## src/rtl/list_drain.sv

```systemverilog
// Consumer end of the 8-bit lazy-list stream: pulls elements one req edge at a time,
// buffers them, and reports count, signed sum and the reason the drain stopped.
module list_drain #(
  parameter int MAX_LEN = 16,
  parameter int TIMEOUT = 64
) (
  input  logic       clock,
  input  logic       ready,
  input  logic       start,
  output logic       list_req,
  input  logic       list_ack,
  input  logic [7:0] list_value,
  input  logic       list_value_valid,
  output logic       busy,
  output logic       done,
  output logic       truncated,
  output logic       timed_out,
  output logic [7:0] count,
  output logic [15:0] sum,
  input  logic [7:0] rd_addr,
  output logic [7:0] rd_data
);

  localparam int AW = (MAX_LEN > 1) ? $clog2(MAX_LEN) : 1;
  localparam logic [7:0] CAP      = 8'(MAX_LEN);
  localparam logic [7:0] TMO_LOAD = 8'(TIMEOUT);

  typedef enum logic [2:0] {IDLE, REQ, WAIT, GAP, DONE} state_t;

  state_t      state, state_next;
  logic [7:0]  tmo, tmo_next;
  logic [7:0]  count_next;
  logic [15:0] sum_next;
  logic        truncated_next, timed_out_next;
  logic        wr_en;

  logic [7:0]  mem [MAX_LEN];
  logic [7:0]  mem_q;
  logic        hit;

  always_comb begin
    state_next     = state;
    tmo_next       = tmo;
    count_next     = count;
    sum_next       = sum;
    truncated_next = truncated;
    timed_out_next = timed_out;
    wr_en          = 1'b0;
    case (state)
      IDLE, DONE: begin
        if (start) begin
          count_next     = 8'd0;
          sum_next       = 16'd0;
          truncated_next = 1'b0;
          timed_out_next = 1'b0;
          state_next     = REQ;
        end
      end
      REQ: begin
        tmo_next   = TMO_LOAD;
        state_next = WAIT;
      end
      WAIT: begin
        if (list_ack) begin
          if (list_value_valid) begin
            wr_en      = 1'b1;
            count_next = count + 8'd1;
            sum_next   = sum + {{8{list_value[7]}}, list_value};
            if (count + 8'd1 == CAP) begin
              truncated_next = 1'b1;
              state_next     = DONE;
            end else begin
              state_next = GAP;
            end
          end else begin
            state_next = DONE;
          end
        end else begin
          // Counter was loaded with TIMEOUT, so hitting 1 here means TIMEOUT WAIT cycles elapsed
          tmo_next = tmo - 8'd1;
          if (tmo == 8'd1) begin
            timed_out_next = 1'b1;
            state_next     = DONE;
          end
        end
      end
      GAP:     state_next = REQ;
      default: state_next = IDLE;
    endcase
  end

  always_ff @(posedge clock or negedge ready) begin
    if (!ready) begin
      state     <= IDLE;
      list_req  <= 1'b0;
      tmo       <= 8'd0;
      count     <= 8'd0;
      sum       <= 16'd0;
      truncated <= 1'b0;
      timed_out <= 1'b0;
      hit       <= 1'b0;
    end else begin
      state     <= state_next;
      // Registered from the current state: req rises as WAIT is entered and drops one edge after GAP
      list_req  <= (state == REQ) || (state == WAIT);
      tmo       <= tmo_next;
      count     <= count_next;
      sum       <= sum_next;
      truncated <= truncated_next;
      timed_out <= timed_out_next;
      hit       <= (rd_addr < count);
    end
  end

  // Buffer kept reset-free so it maps onto block RAM; stale words are masked by the hit flag
  always_ff @(posedge clock) begin
    if (wr_en) begin
      mem[count[AW-1:0]] <= list_value;
    end
    mem_q <= mem[rd_addr[AW-1:0]];
  end

  assign rd_data = hit ? mem_q : 8'hFF;
  assign busy    = (state == REQ) || (state == WAIT) || (state == GAP);
  assign done    = (state == DONE);

endmodule
```

## config.mk

```make
export PLATFORM = sky130hd
export DESIGN_NAME = list_drain
export DESIGN_NICKNAME = d
export VERILOG_FILES = /design/src/rtl/list_drain.sv
export SDC_FILE = /design/constraint.sdc
export NUM_CORES = 1
export LEC_CHECK = 0
export BUFFER_PORTS_ARGS = -buffer_cell sky130_fd_sc_hd__buf_2
export CAP_MARGIN = 15
export CORE_ASPECT_RATIO = 1.4
export CORE_MARGIN = 4
export CORE_UTILIZATION = 50
export DETAILED_ROUTE_END_ITERATION = 7
export PLACE_DENSITY_LB_ADDON = 0.25
export SLEW_MARGIN = 10
export SYNTH_ARGS = -nofsm -noshare
export SYNTH_HDL_FRONTEND = slang
export SYNTH_SLANG_ARGS = --single-unit
```

## constraint.sdc

```tcl
create_clock -name clock -period 4.2 [get_ports clock]
set_input_delay 0.84 -clock clock [delete_from_list [all_inputs] [get_ports clock]]
set_output_delay 0.84 -clock clock [all_outputs]
set_load 0.02 [all_outputs]
```

# Yosys cells after proc, flatten, opt, wreduce, memory -nomap -nowiden

Memories as Yosys holds them, arrays and structs flattened. A register that Yosys moved wholly into a read port is not among the register bits.
Index checks and enable logic that the tools add are counted.

Memories: 1
Memory bits (writable): 128
Logic and storage cells: 67
Output and inout port bits: 37
Bits in registers: 39
Input bits: 21

Memories:

| memory | depth | bits a word | rd ports | clocked after Yosys merged registers in | wr ports | RTL line | RTL |
|---|---|---|---|---|---|---|---|
| mem    | 16    | 8           | 1        | 1                                       | 1        | 37       | `logic [7:0] mem [MAX_LEN];` |

Equality and inequality tests: 13
Muxes and demuxes: 30
Add/subtract/negate cells: 3
Reductions and logical operators: 11
Order comparisons: 1

Operator list:

| cell                                             | number |
|---|---|
| two-way mux 16 bit                               | 3 |
| two-way mux 8 bit                                | 5 |
| one-hot mux 16 bit (2 select lines)              | 1 |
| one-hot mux 8 bit (2 select lines)               | 2 |
| adder 16 bit                                     | 1 |
| two-way mux 3 bit                                | 5 |
| inequality test 2 bit, second input constant     | 6 |
| one-hot mux 3 bit (4 select lines)               | 1 |
| two-way mux 1 bit                                | 11 |
| adder 8 x 1 -> 8 bit, second input constant      | 1 |
| == test 8 x 1 -> 1 bit, second input constant    | 1 |
| == test 8 x 5 -> 1 bit, second input constant    | 1 |
| < comparator 8 bit                               | 1 |
| AND reduction 4 bit                              | 2 |
| subtractor 8 x 1 -> 8 bit, second input constant | 1 |
| == test 3 x 2 -> 1 bit, second input constant    | 2 |
| AND reduction 5 bit                              | 1 |
| one-hot mux 1 bit (2 select lines)               | 2 |
| AND reduction 2 bit                              | 2 |
| nonzero test 2 bit                               | 2 |
| == test 3 x 1 -> 1 bit, second input constant    | 1 |
| == test 3 bit, second input constant             | 1 |
| zero test 3 bit                                  | 1 |
| inequality test 3 bit, second input constant     | 1 |
| 2 further kinds                                  | 3 |

# Logic depth before layout (Yosys ltp)

Gate-level depths: netlist of run 1.

Depth in word-level cells: 6
Depth in mapped cells: 8
Mapped depth without buffers: 8

# Worst setup path before layout of run 1

Ideal clock, no wire load.

Path kind: input -> register
From: in list_value[0]
To: reg sum[12]
Required time: 4.118 ns
Slack: 1.478 ns
Library setup time: 0.082 ns
Stages on the path: 8
Buffers on the path: 0
Arrival: 2.640 ns
Path through: ha_1 > fa_1 > a211oi_2 > o21ai_2 > o311ai_4 > a21oi_2 > or3_1 > a31oi_1

Word-level cells in the longest chain between the ends: 4

RTL lines:

| element                             | RTL line | RTL |
|---|---|---|
| from (decl)                         | 12       | `input logic [7:0] list_value,` |
| adder 16 bit                        | 68       | `sum_next = sum + {{8{list_value[7]}}, list_value};` |
| two-way mux 16 bit                  | 65       | `if (list_value_valid) begin` |
| two-way mux 16 bit                  | 64       | `if (list_ack) begin` |
| one-hot mux 16 bit (2 select lines) | 49       | `case (state)` |
| to (signal assigned)                | 108      | `sum <= sum_next;` |
| to (decl)                           | 19       | `output logic [15:0] sum,` |

No other way between the ends. The select of a mux whose other input is x is not followed.
A chain may end at the register's enable or synchronous reset.

# Final worst setup path of run 1

Ends and elaborated chain as after synthesis.

==> impl_metrics.csv, run 1 <==
group,metric,value,unit
floorplan,row_count,54,
setup_path,arrival,3.05,ns
hold_path,min_path_type,"reg -> reg",
finish,multi_input_area,2770,um2
sta,rsz0062_at_grt,"false",
logic_synthesis,yosysMostFrequentCell,"edfxtp_1",
sta,fin_tns_setup,0,ns
setup_path,crit_path_max_incr_delay,0.44,ns
sta,slew_viol_final,0,
sta,hold_viol_final,0,
setup_path,crit_end,"sum[12]$_DFFE_PN0P_",
sta,setup_viol,0,
setup_path,slowest_stage,"fa_1",
placed_design,io_buffers,57,
global_route,grt_max_degree,40,
detailed_routing,drc,0,
clock_tree,cts_root_buf,"clkbuf_16",
power_and_ir_drop,irDropWorstVdd,0.304,mV
logic_synthesis,syn_nets,566,
sta,worst-slew-pin-transition,0.938,ns
detailed_routing,drtPass1Iterations,4,
setup_path,critPathTopFamily,"compound AO/OA/AOI/OAI gates",
global_route,grt_pass1_wl,27000,um
floorplan,boundaryPins,58,
finish,fin_util,57.9,%
finish,fill_cells,1239,
detailed_routing,routed_via_density,5.88,
sta,period_share,64.3,%
global_route,grt_most_used_layer,"met2",
setup_path,path_class,"in -> reg",
logic_synthesis,synth_top_area_share,48.6,%
power_and_ir_drop,p_leak,3.36,nW
setup_path,crit_chain,"buf_2 -> ha_1 -> fa_1 -> a211oi_2 -> o21ai_2 -> o311ai_4 -> a21oi_2 -> or3_1 -> a31oi_1",
clock_tree,clk_path_buf_depth,2,
sta,holdWs,0.503,ns
placed_design,post_dp_cell_area,8400,um2
finish,final-seq-area,4980,um2
finish,final_nets,629,
power_and_ir_drop,power_density,531,nW/um2
sta,fin_ws,1.50,ns
placed_design,dp_hpwl,11300,um
placed_design,gp_congestion,0.893,
logic_synthesis,synth_cell_types,63,
logic_synthesis,synth_top_area_cell,"edfxtp_1",
clock_tree,cts_setup_buffers,0,
setup_path,crit_fanout,17,
outcome,status,"finished, final reports clean",
setup_path,r2r_start,"sum[0]$_DFFE_PN0P_",
logic_synthesis,syn_avg_cell_area,15.3,um2
logic_synthesis,synth-main-ff-cell,"edfxtp_1",
finish,syn_to_final_growth,13.7,%
setup_path,r2r_cells,8,
detailed_routing,vias,4637,
sta,relSlewSlack,37.4,%
global_route,grt_overflow,0,
job,drv_cap,0,
logic_synthesis,synth_common_cells,"edfxtp_1, mux4_2, dfrtp_1, o21ai_0, ha_1",
clock_tree,clk_pin_slew,0.07,ns
finish,drive_above_1_share,26.2,%
setup_path,required,4.55,ns
clock_tree,cts_resized,0,
global_route,antenna_found_initial,0,
floorplan,fp.dieH,157,um
logic_synthesis,yosys-top-cells-area,"edfxtp_1, dfrtp_1, mux4_2, ha_1, o21ai_0",
setup_path,r2r_slack,1.78,ns
clock_tree,numCtsBuffers,17,
detailed_routing,drt_wl_total,16700,um
global_route,grt_pass1_vias,4906,
setup_path,worstSetupEndpointType,"register",
logic_synthesis,synth_edf_count,128,
detailed_routing,first_iter_violations,417,
clock_tree,h-tree-depth,4,
floorplan,core_area,15500,um2
logic_synthesis,syn_inst,516,
detailed_routing,antenna_left,0,
logic_synthesis,synth_area,7920,um2
finish,final_cell_area,9000,um2
sta,skew,0.0149,ns
setup_path,crit_start,"list_value[0]",
detailed_routing,wl_per_cell,21.1,um
clock_tree,clock_sinks,175,
setup_path,critPathBufInv,1,
clock_tree,clk_latency,0.42,ns
clock_tree,cts_tree,"built",
placed_design,post-place-ws,1.08,ns
finish,diodes,0,
global_route,grtUsageMet2,34.7,%
clock_tree,ctsHoldBuffers,0,
logic_synthesis,yosysWarnings,0,
floorplan,die_area,17900,um2
logic_synthesis,synth-seq-cells,175,
logic_synthesis,seq_area_frac_synth,62.9,%
sta,min_period,2.70,ns
setup_path,rr_endpoint,"sum[12]$_DFFE_PN0P_",
hold_path,hold_depth,2,
setup_path,start_kind,"input pin",
logic_synthesis,synthArstFlopShare,22.3,%
global_route,met1_usage,25.8,%
floorplan,floorplan.initialDensity,50.9,%
setup_path,worstSetupPathDepth,9,
floorplan,die_w,114,um
sta,fmax,370,MHz
global_route,gr-usage-all-layers,20.1,%
global_route,use_met3,3.68,%
worst min-delay path by stage:
stage,start,end,slack [ns]
2_1_floorplan,state[2]$_DFFE_PN0P_,list_req$_DFF_PN0_,0.47
3_3_place_gp,truncated$_DFFE_PN0P_,truncated$_DFFE_PN0P_,0.47
3_5_place_dp,timed_out$_DFFE_PN0P_,timed_out$_DFFE_PN0P_,0.48
4_1_cts,truncated$_DFFE_PN0P_,truncated$_DFFE_PN0P_,0.51
5_1_grt,truncated$_DFFE_PN0P_,truncated$_DFFE_PN0P_,0.54
6_report,truncated$_DFFE_PN0P_,truncated$_DFFE_PN0P_,0.50
report_power, final:
part | internal (W) | switching [W]
clock | 0.000852 | 0.000713
combinational | 0.000436 | 0.000665
sequential | 0.00198 | 0.000126
total | 0.00327 | 0.00150
flip-flops by register name, indices dropped and copies added, names as in the netlist, 3 cells and up:
signal	count
count	8
mem	128
mem_q	8
state	3
sum	16
tmo	8
placed cells by master, fill, tap and decap left out, drive strengths merged, types with 6 or more instances in the layout:
| cell | count |
|---|---|
| a31oi | 6 |
| a21o | 8 |
| nand2b | 12 |
| nor3 | 6 |
| nor2 | 21 |
| a21oi | 13 |
| o21ai | 35 |
| dfrtp | 39 |
| and2 | 6 |
| clkbuf | 17 |
| xnor2 | 10 |
| buf | 66 |
| xor2 | 8 |
| edfxtp | 128 |
| ha | 28 |
| nand3 | 27 |
| inv | 23 |
| mux4 | 40 |
| dfxtp | 8 |
| nand2 | 22 |
kinds of logic after synthesis:
kind of cell	synth area share [%]
flip-flops	62.9
AND/OR/NAND/NOR	9.07
AO/OA/AOI/OAI	7.89
multiplexers	11.4
buffers and inverters	2.07
adder cells (fa/ha/maj)	4.68
XOR/XNOR	1.99
per-stage QoR:
step,cells,power (W)
after global placement,756,0.00322
final,788,0.00478
after CTS,788,0.00481
after global routing,788,0.00503
after detailed placement,756,0.00325
after floorplan,516,0.00295
area by class of cell:
type                       count  area share, %
sequential                   175           55.3
multi-input combinational    305           30.8
clock buffer                  17           4.73
timing repair buffer          66           3.92
tap                          196           2.73
clock inverter                15           1.89
inverter                      14          0.584
tightest hold or removal path: cells and delay by family (launching register included):
kind               cells  cell delay (ns)
AOI/OAI and AO/OA      1             0.07
and+or+nand+nor        1             0.05
DFF                    1             0.35
routing by layer:
metal	vias to the layer above	part of all wire (%)
li1	2154	-
met1	2335	40
met2	133	53
met3	15	5.3
met4	0	1.4
met5	-	0
(Power assumes the default switching activity.)
==> inputs of run 2 (changes only) <==
==> constraint.sdc (replaced) <==
create_clock -name clock -period 2.2 [get_ports clock]
set_input_delay 0.44 -clock clock [delete_from_list [all_inputs] [get_ports clock]]
set_output_delay 0.44 -clock clock [all_outputs]
set_load 0.02 [all_outputs]
==> run 2 against run 1 <==
Effect of this change:
- the run now ends with negative setup slack left
- non-clock buffer count rose by 47
- register-to-register slack lost 1.8 ns
- largest cell class unchanged
- highest routed layer unchanged
- utilization is 2.7 points higher
- worst setup slack got worse by 1.6 ns
- sequential cell count is the same
- cell area is 4.7% higher
- critical endpoint unchanged
- wire length increased by 1.7%
- count of clock-buffer cells in the layout unchanged
- sequential share of layout area down 2.5 points
- global-route usage grew 0.25 points
- clock power up 83%
- clock skew down 0.0041 ns
==> impl_metrics.csv, run 2 (synthesized netlist as in run 1, its figures left out) <==
group,metric,value,unit
detailed_routing,first_iter_violations,247,
sta,relSlewSlack,50.1,%
hold_path,min_path_type,"in -> async",
clock_tree,numCtsBuffers,17,
power_and_ir_drop,p_leak,3.59,nW
clock_tree,clock_sinks,175,
power_and_ir_drop,combPwrFrac,26.1,%
clock_tree,clk_latency,0.42,ns
global_route,grt_pass1_vias,5034,
finish,final_common_cell,"edfxtp_1",
global_route,grtUsageMet2,35.5,%
finish,final_cell_mix,"edfxtp_1, buf_2, buf_4, mux4_2, dfrtp_1",
finish,final_cell_area,9420,um2
floorplan,die_area,17900,um2
setup_path,crit_fanout,2,
floorplan,floorplan.initialDensity,50.9,%
placed_design,dp_hpwl,12200,um
global_route,grt_max_degree,37,
sta,setup_viol,1,
placed_design,post_dp_cell_area,8800,um2
setup_path,start_kind,"register",
detailed_routing,wl_per_cell,20.3,um
global_route,antenna_found_initial,0,
sta,worst-slew-pin-transition,0.749,ns
placed_design,gp_congestion,0.854,
setup_path,crit_path_max_incr_delay,0.42,ns
power_and_ir_drop,irDropWorstVdd,0.626,mV
floorplan,die_w,114,um
clock_tree,cts_root_buf,"clkbuf_16",
detailed_routing,routed_via_density,5.85,
clock_tree,h-tree-depth,4,
placed_design,io_buffers,57,
global_route,grt_pass1_wl,27600,um
finish,largest_register_ff_count,128,
detailed_routing,drt_wl_total,16900,um
finish,syn_to_final_growth,19.0,%
setup_path,slowest_stage,"dfrtp_2",
clock_tree,cts_tree,"built",
global_route,grt_overflow,0,
detailed_routing,drtPass1Iterations,5,
sta,fin_ws,-0.0604,ns
outcome,violations,"negative setup slack",
clock_tree,clk_pin_slew,0.07,ns
power_and_ir_drop,p_int,0.00633,W
global_route,gr-usage-all-layers,20.3,%
setup_path,worstSetupEndpointType,"register",
sta,period_share,103,%
power_and_ir_drop,sw_frac_of_total,32.0,%
detailed_routing,drc,0,
power_and_ir_drop,power_density,989,nW/um2
finish,final_nets,676,
floorplan,boundaryPins,58,
global_route,grt_most_used_layer,"met2",
setup_path,crit_chain,"ha_4 -> fa_2 -> a211oi_2 -> o21ai_2 -> o311ai_4 -> a21oi_2 -> or3_1 -> a31oi_1",
job,drv_cap,0,
finish,drive_above_1_share,32.4,%
clock_tree,clk_path_buf_depth,2,
floorplan,core_area,15500,um2
sta,slew_viol_final,0,
setup_path,path_class,"reg -> reg",
floorplan,row_count,54,
setup_path,arrival,2.60,ns
floorplan,fp.dieH,157,um
setup_path,required,2.54,ns
detailed_routing,antenna_left,0,
power_and_ir_drop,pwr-share-clk,30.7,%
finish,diodes,0,
sta,min_period,2.26,ns
sta,rsz0062_at_grt,"true",
sta,fmax,442,MHz
global_route,met1_usage,25.2,%
finish,fin_util,60.6,%
power_and_ir_drop,power_switching,0.00298,W
detailed_routing,vias,4885,
power_and_ir_drop,seqPwrFrac,43.2,%
global_route,use_met3,4.22,%
outcome,status,"finished, violations left",
placed_design,post-place-ws,-0.284,ns
sta,hold_viol_final,0,
sta,skew,0.0108,ns
[run 2: cell types whose count changed in the layout (fill, tap and decap cells not counted), sizes merged]
cell / delta
bufinv: -1
inv: -4
clkinvlp: +2
clkinv: +3
buf: +47
[run 2: area by class of cell]
class / count / area, um2
Fill cell: 1212 / 6120
Sequential cell: 175 / 4980
Multi-Input combinational cell: 305 / 2800
Timing Repair Buffer: 113 / 759
Clock buffer: 17 / 425
Tap cell: 196 / 245
Clock inverter: 15 / 153
Inverter: 14 / 52.6
[run 2: worst max-delay path: cells and delay by family, from the launching register on]
| family | cells | cell delay [ns] |
|---|---|---|
| DFF | 1 | 0.42 |
| and+or+nand+nor | 1 | 0.34 |
| AOI/OAI and AO/OA | 5 | 0.92 |
| adders and majority gates | 2 | 0.51 |
[run 2: stage by stage]
stage	std cells	TNS [ns]	total power, W	hold slack [ns]
3_5_place_dp	801	-0.735	0.00646	0.469
3_3_place_gp	801	-0.403	0.00639	0.467
5_1_grt	835	-0.626	0.00981	0.114
4_1_cts	833	-0.0813	0.00934	0.0911
6_report	835	-0.0604	0.00931	0.0799
2_1_floorplan	516	-0.0260	0.00563	0.144
[run 2: per-layer routing]
metal,vias up,share of wire (%)
met3,22,5.1
met5,-,0
met2,140,54
li1,2245,-
met4,0,2.3
met1,2478,39
[run 2: power by group through the flow]
stage / Combinational [W] / Clock (W) / Sequential [W]
6_report: 0.00243 / 0.00286 / 0.00402
5_1_grt: 0.00269 / 0.00306 / 0.00406
4_1_cts: 0.00240 / 0.00291 / 0.00402
3_5_place_dp: 0.00237 / 0 / 0.00409
3_3_place_gp: 0.00231 / 0 / 0.00408
2_1_floorplan: 0.00143 / 0 / 0.00420
[run 2: final timing paths]
check                                      start                    end  slack, ns  depth (start not counted)
setup / recovery              sum[0]$_DFFE_PN0P_    sum[12]$_DFFE_PN0P_      -0.06                          8
hold / removal                             ready     tmo[3]$_DFFE_PN0P_       0.08                          1
setup reg to reg              sum[0]$_DFFE_PN0P_    sum[12]$_DFFE_PN0P_      -0.06                          8
hold reg to reg            timed_out$_DFFE_PN0P_  timed_out$_DFFE_PN0P_       0.48                          2
max in group asynchronous                  ready          hit$_DFF_PN0_       1.54                          2
min in group clock                 list_value[3]   mem[10][3]$_DFFE_PP_       0.32                          1
[run 2: repair_timing]
action	in CTS	in global routing
resized for setup	1	5
setup endpoints to repair	2	21
pin swaps	0	7
setup buffers	0	2
endpoints found under the hold margin	0	0
hold buffers	0	0
==> inputs of run 3 (changes only) <==
--- a/config.mk
+++ b/config.mk
@@ -9,7 +9,7 @@
 export CAP_MARGIN = 15
 export CORE_ASPECT_RATIO = 1.4
 export CORE_MARGIN = 4
-export CORE_UTILIZATION = 50
+export CORE_UTILIZATION = 54
 export DETAILED_ROUTE_END_ITERATION = 7
 export PLACE_DENSITY_LB_ADDON = 0.25
 export SLEW_MARGIN = 10
==> run 3 against run 2 <==
Effect of this change:
- the flow now finishes without violations
- global-route usage up 2.3 points
- cell count down 0.96%
- non-clock buffer count down 1
- worst setup slack better by 0.077 ns
- die area down 7.0%
- hold slack better by 0.045 ns
- largest cell class unchanged
==> impl_metrics.csv, run 3 (synthesized netlist as in run 1, its figures left out) <==
group,metric,value,unit
setup_path,rr_endpoint,"sum[12]$_DFFE_PN0P_",
placed_design,dp_hpwl,12400,um
finish,multi_input_area,2830,um2
power_and_ir_drop,p_int,0.00642,W
sta,fmax,458,MHz
finish,final_common_cell,"edfxtp_1",
clock_tree,clk_pin_slew,0.07,ns
power_and_ir_drop,sw_frac_of_total,31.2,%
floorplan,boundaryPins,58,
detailed_routing,drt_wl_total,17400,um
finish,final_cell_area,9370,um2
detailed_routing,drc,0,
global_route,grt_max_degree,37,
clock_tree,clk_path_buf_depth,2,
detailed_routing,wl_per_cell,21.0,um
finish,diodes,0,
finish,final_nets,675,
hold_path,min_path_type,"in -> async",
finish,final_cell_mix,"edfxtp_1, buf_2, buf_4, mux4_2, dfrtp_1",
floorplan,row_count,52,
sta,period_share,99.3,%
finish,largest_register_ff_count,128,
global_route,grt_overflow,0,
floorplan,fp.dieH,151,um
floorplan,core_area,14400,um2
detailed_routing,routed_via_density,5.88,
sta,hold_viol_final,0,
detailed_routing,drtPass1Iterations,5,
power_and_ir_drop,power_switching,0.00291,W
sta,slew_viol_final,0,
finish,final-seq-area,4980,um2
sta,worst-slew-pin-transition,0.855,ns
outcome,status,"finished, final reports clean",
power_and_ir_drop,irDropWorstVdd,0.622,mV
global_route,grt_pass1_vias,5101,
clock_tree,cts_root_buf,"clkbuf_16",
floorplan,die_w,110,um
detailed_routing,vias,4862,
global_route,grt_pass1_wl,27800,um
clock_tree,h-tree-depth,4,
detailed_routing,antenna_left,0,
clock_tree,cts_tree,"built",
power_and_ir_drop,p_leak,3.57,nW
setup_path,start_kind,"register",
setup_path,arrival,2.52,ns
clock_tree,ctsHoldBuffers,0,
finish,drive_above_1_share,32.4,%
sta,fin_tns_setup,0,ns
setup_path,r2r_slack,0.02,ns
global_route,antenna_found_initial,0,
sta,min_period,2.18,ns
setup_path,r2r_cells,8,
detailed_routing,first_iter_violations,365,
setup_path,required,2.54,ns
placed_design,gp_congestion,0.879,
floorplan,floorplan.initialDensity,54.8,%
clock_tree,clk_latency,0.42,ns
power_and_ir_drop,seqPwrFrac,43.3,%
finish,syn_to_final_growth,18.4,%
sta,relSlewSlack,43.0,%
sta,skew,0.00972,ns
setup_path,worstSetupEndpointType,"register",
placed_design,post_dp_cell_area,8730,um2
job,drv_cap,0,
sta,setup_viol,0,
floorplan,die_area,16700,um2
sta,rsz0062_at_grt,"true",
power_and_ir_drop,pwr-share-clk,30.5,%
setup_path,r2r_start,"sum[0]$_DFFE_PN0P_",
power_and_ir_drop,power_density,995,nW/um2
finish,fin_util,64.9,%
finish,fill_cells,1045,
setup_path,path_class,"reg -> reg",
setup_path,crit_fanout,2,
clock_tree,clock_sinks,175,
power_and_ir_drop,combPwrFrac,26.2,%
placed_design,io_buffers,57,
global_route,gr-usage-all-layers,22.7,%
power_and_ir_drop,p_total,0.00933,W
clock_tree,numCtsBuffers,17,
run 3: cell types whose count changed in the layout (fill, tap and decap cells not counted), moves of 2 or more:
cell / delta
inv_6: +5
inv_8: -3
buf_4: +3
buf_12: -3
clkinv_4: -2
clkinv_8: -3
run 3: per-stage QoR:
step	cells	hold WS, ns	setup slack, ns
after floorplan	516	0.144	-0.0260
after global placement	792	0.472	-0.181
after detailed placement	792	0.479	-0.214
after CTS	824	0.141	0.00743
after global routing	827	0.180	-0.0969
final	827	0.125	0.0162
run 3: worst max-delay path by stage:
stage                  startpoint                   to  slack (ns)  cells past startpoint
4_1_cts        sum[0]$_DFFE_PN0P_  sum[12]$_DFFE_PN0P_       0.007                      8
3_3_place_gp        list_value[0]  sum[12]$_DFFE_PN0P_       -0.18                      9
6_report       sum[0]$_DFFE_PN0P_  sum[12]$_DFFE_PN0P_        0.02                      8
5_1_grt        sum[0]$_DFFE_PN0P_  sum[12]$_DFFE_PN0P_        -0.1                      8
2_1_floorplan  sum[0]$_DFFE_PN0P_  sum[12]$_DFFE_PN0P_       -0.03                      8
3_5_place_dp        list_value[0]  sum[12]$_DFFE_PN0P_       -0.21                      9
run 3: worst max-delay path: stages, from the launching register on:
cell and delay (ns):
dfrtp_2 0.43, ha_4 0.17, fa_2 0.35, a211oi_2 0.21, o21ai_2 0.10, o311ai_4 0.26, a21oi_2 0.09, or3_1 0.34
a31oi_1 0.16
run 3: cell type report:
cell class	instances	area share, %
Timing Repair Buffer	112	7.59
Tap cell	189	2.52
Clock buffer	18	4.58
Inverter	14	0.561
Clock inverter	14	1.38
Sequential cell	175	53.2
Multi-Input combinational cell	305	30.2
run 3: power groups by stage:
stage                     clock network, W  registers [W]  logic (W)
after global routing               0.00304        0.00407    0.00269
after CTS                          0.00288        0.00402    0.00237
after detailed placement                 0        0.00409    0.00236
final                              0.00284        0.00403    0.00245
after floorplan                          0        0.00420    0.00143
after global placement                   0        0.00407    0.00228
run 3: timing repair:
item                                    in CTS  in global routing
endpoints found under the setup margin       0                 38
resized for setup                            0                  9
setup buffers                                0                  3
run 3: per-layer routing:
layer	global-route usage, %	share of wire [%]
met2	40.2	55
met3	3.67	5.1
met1	28.3	38
met5	0	0
met4	6.96	1.6
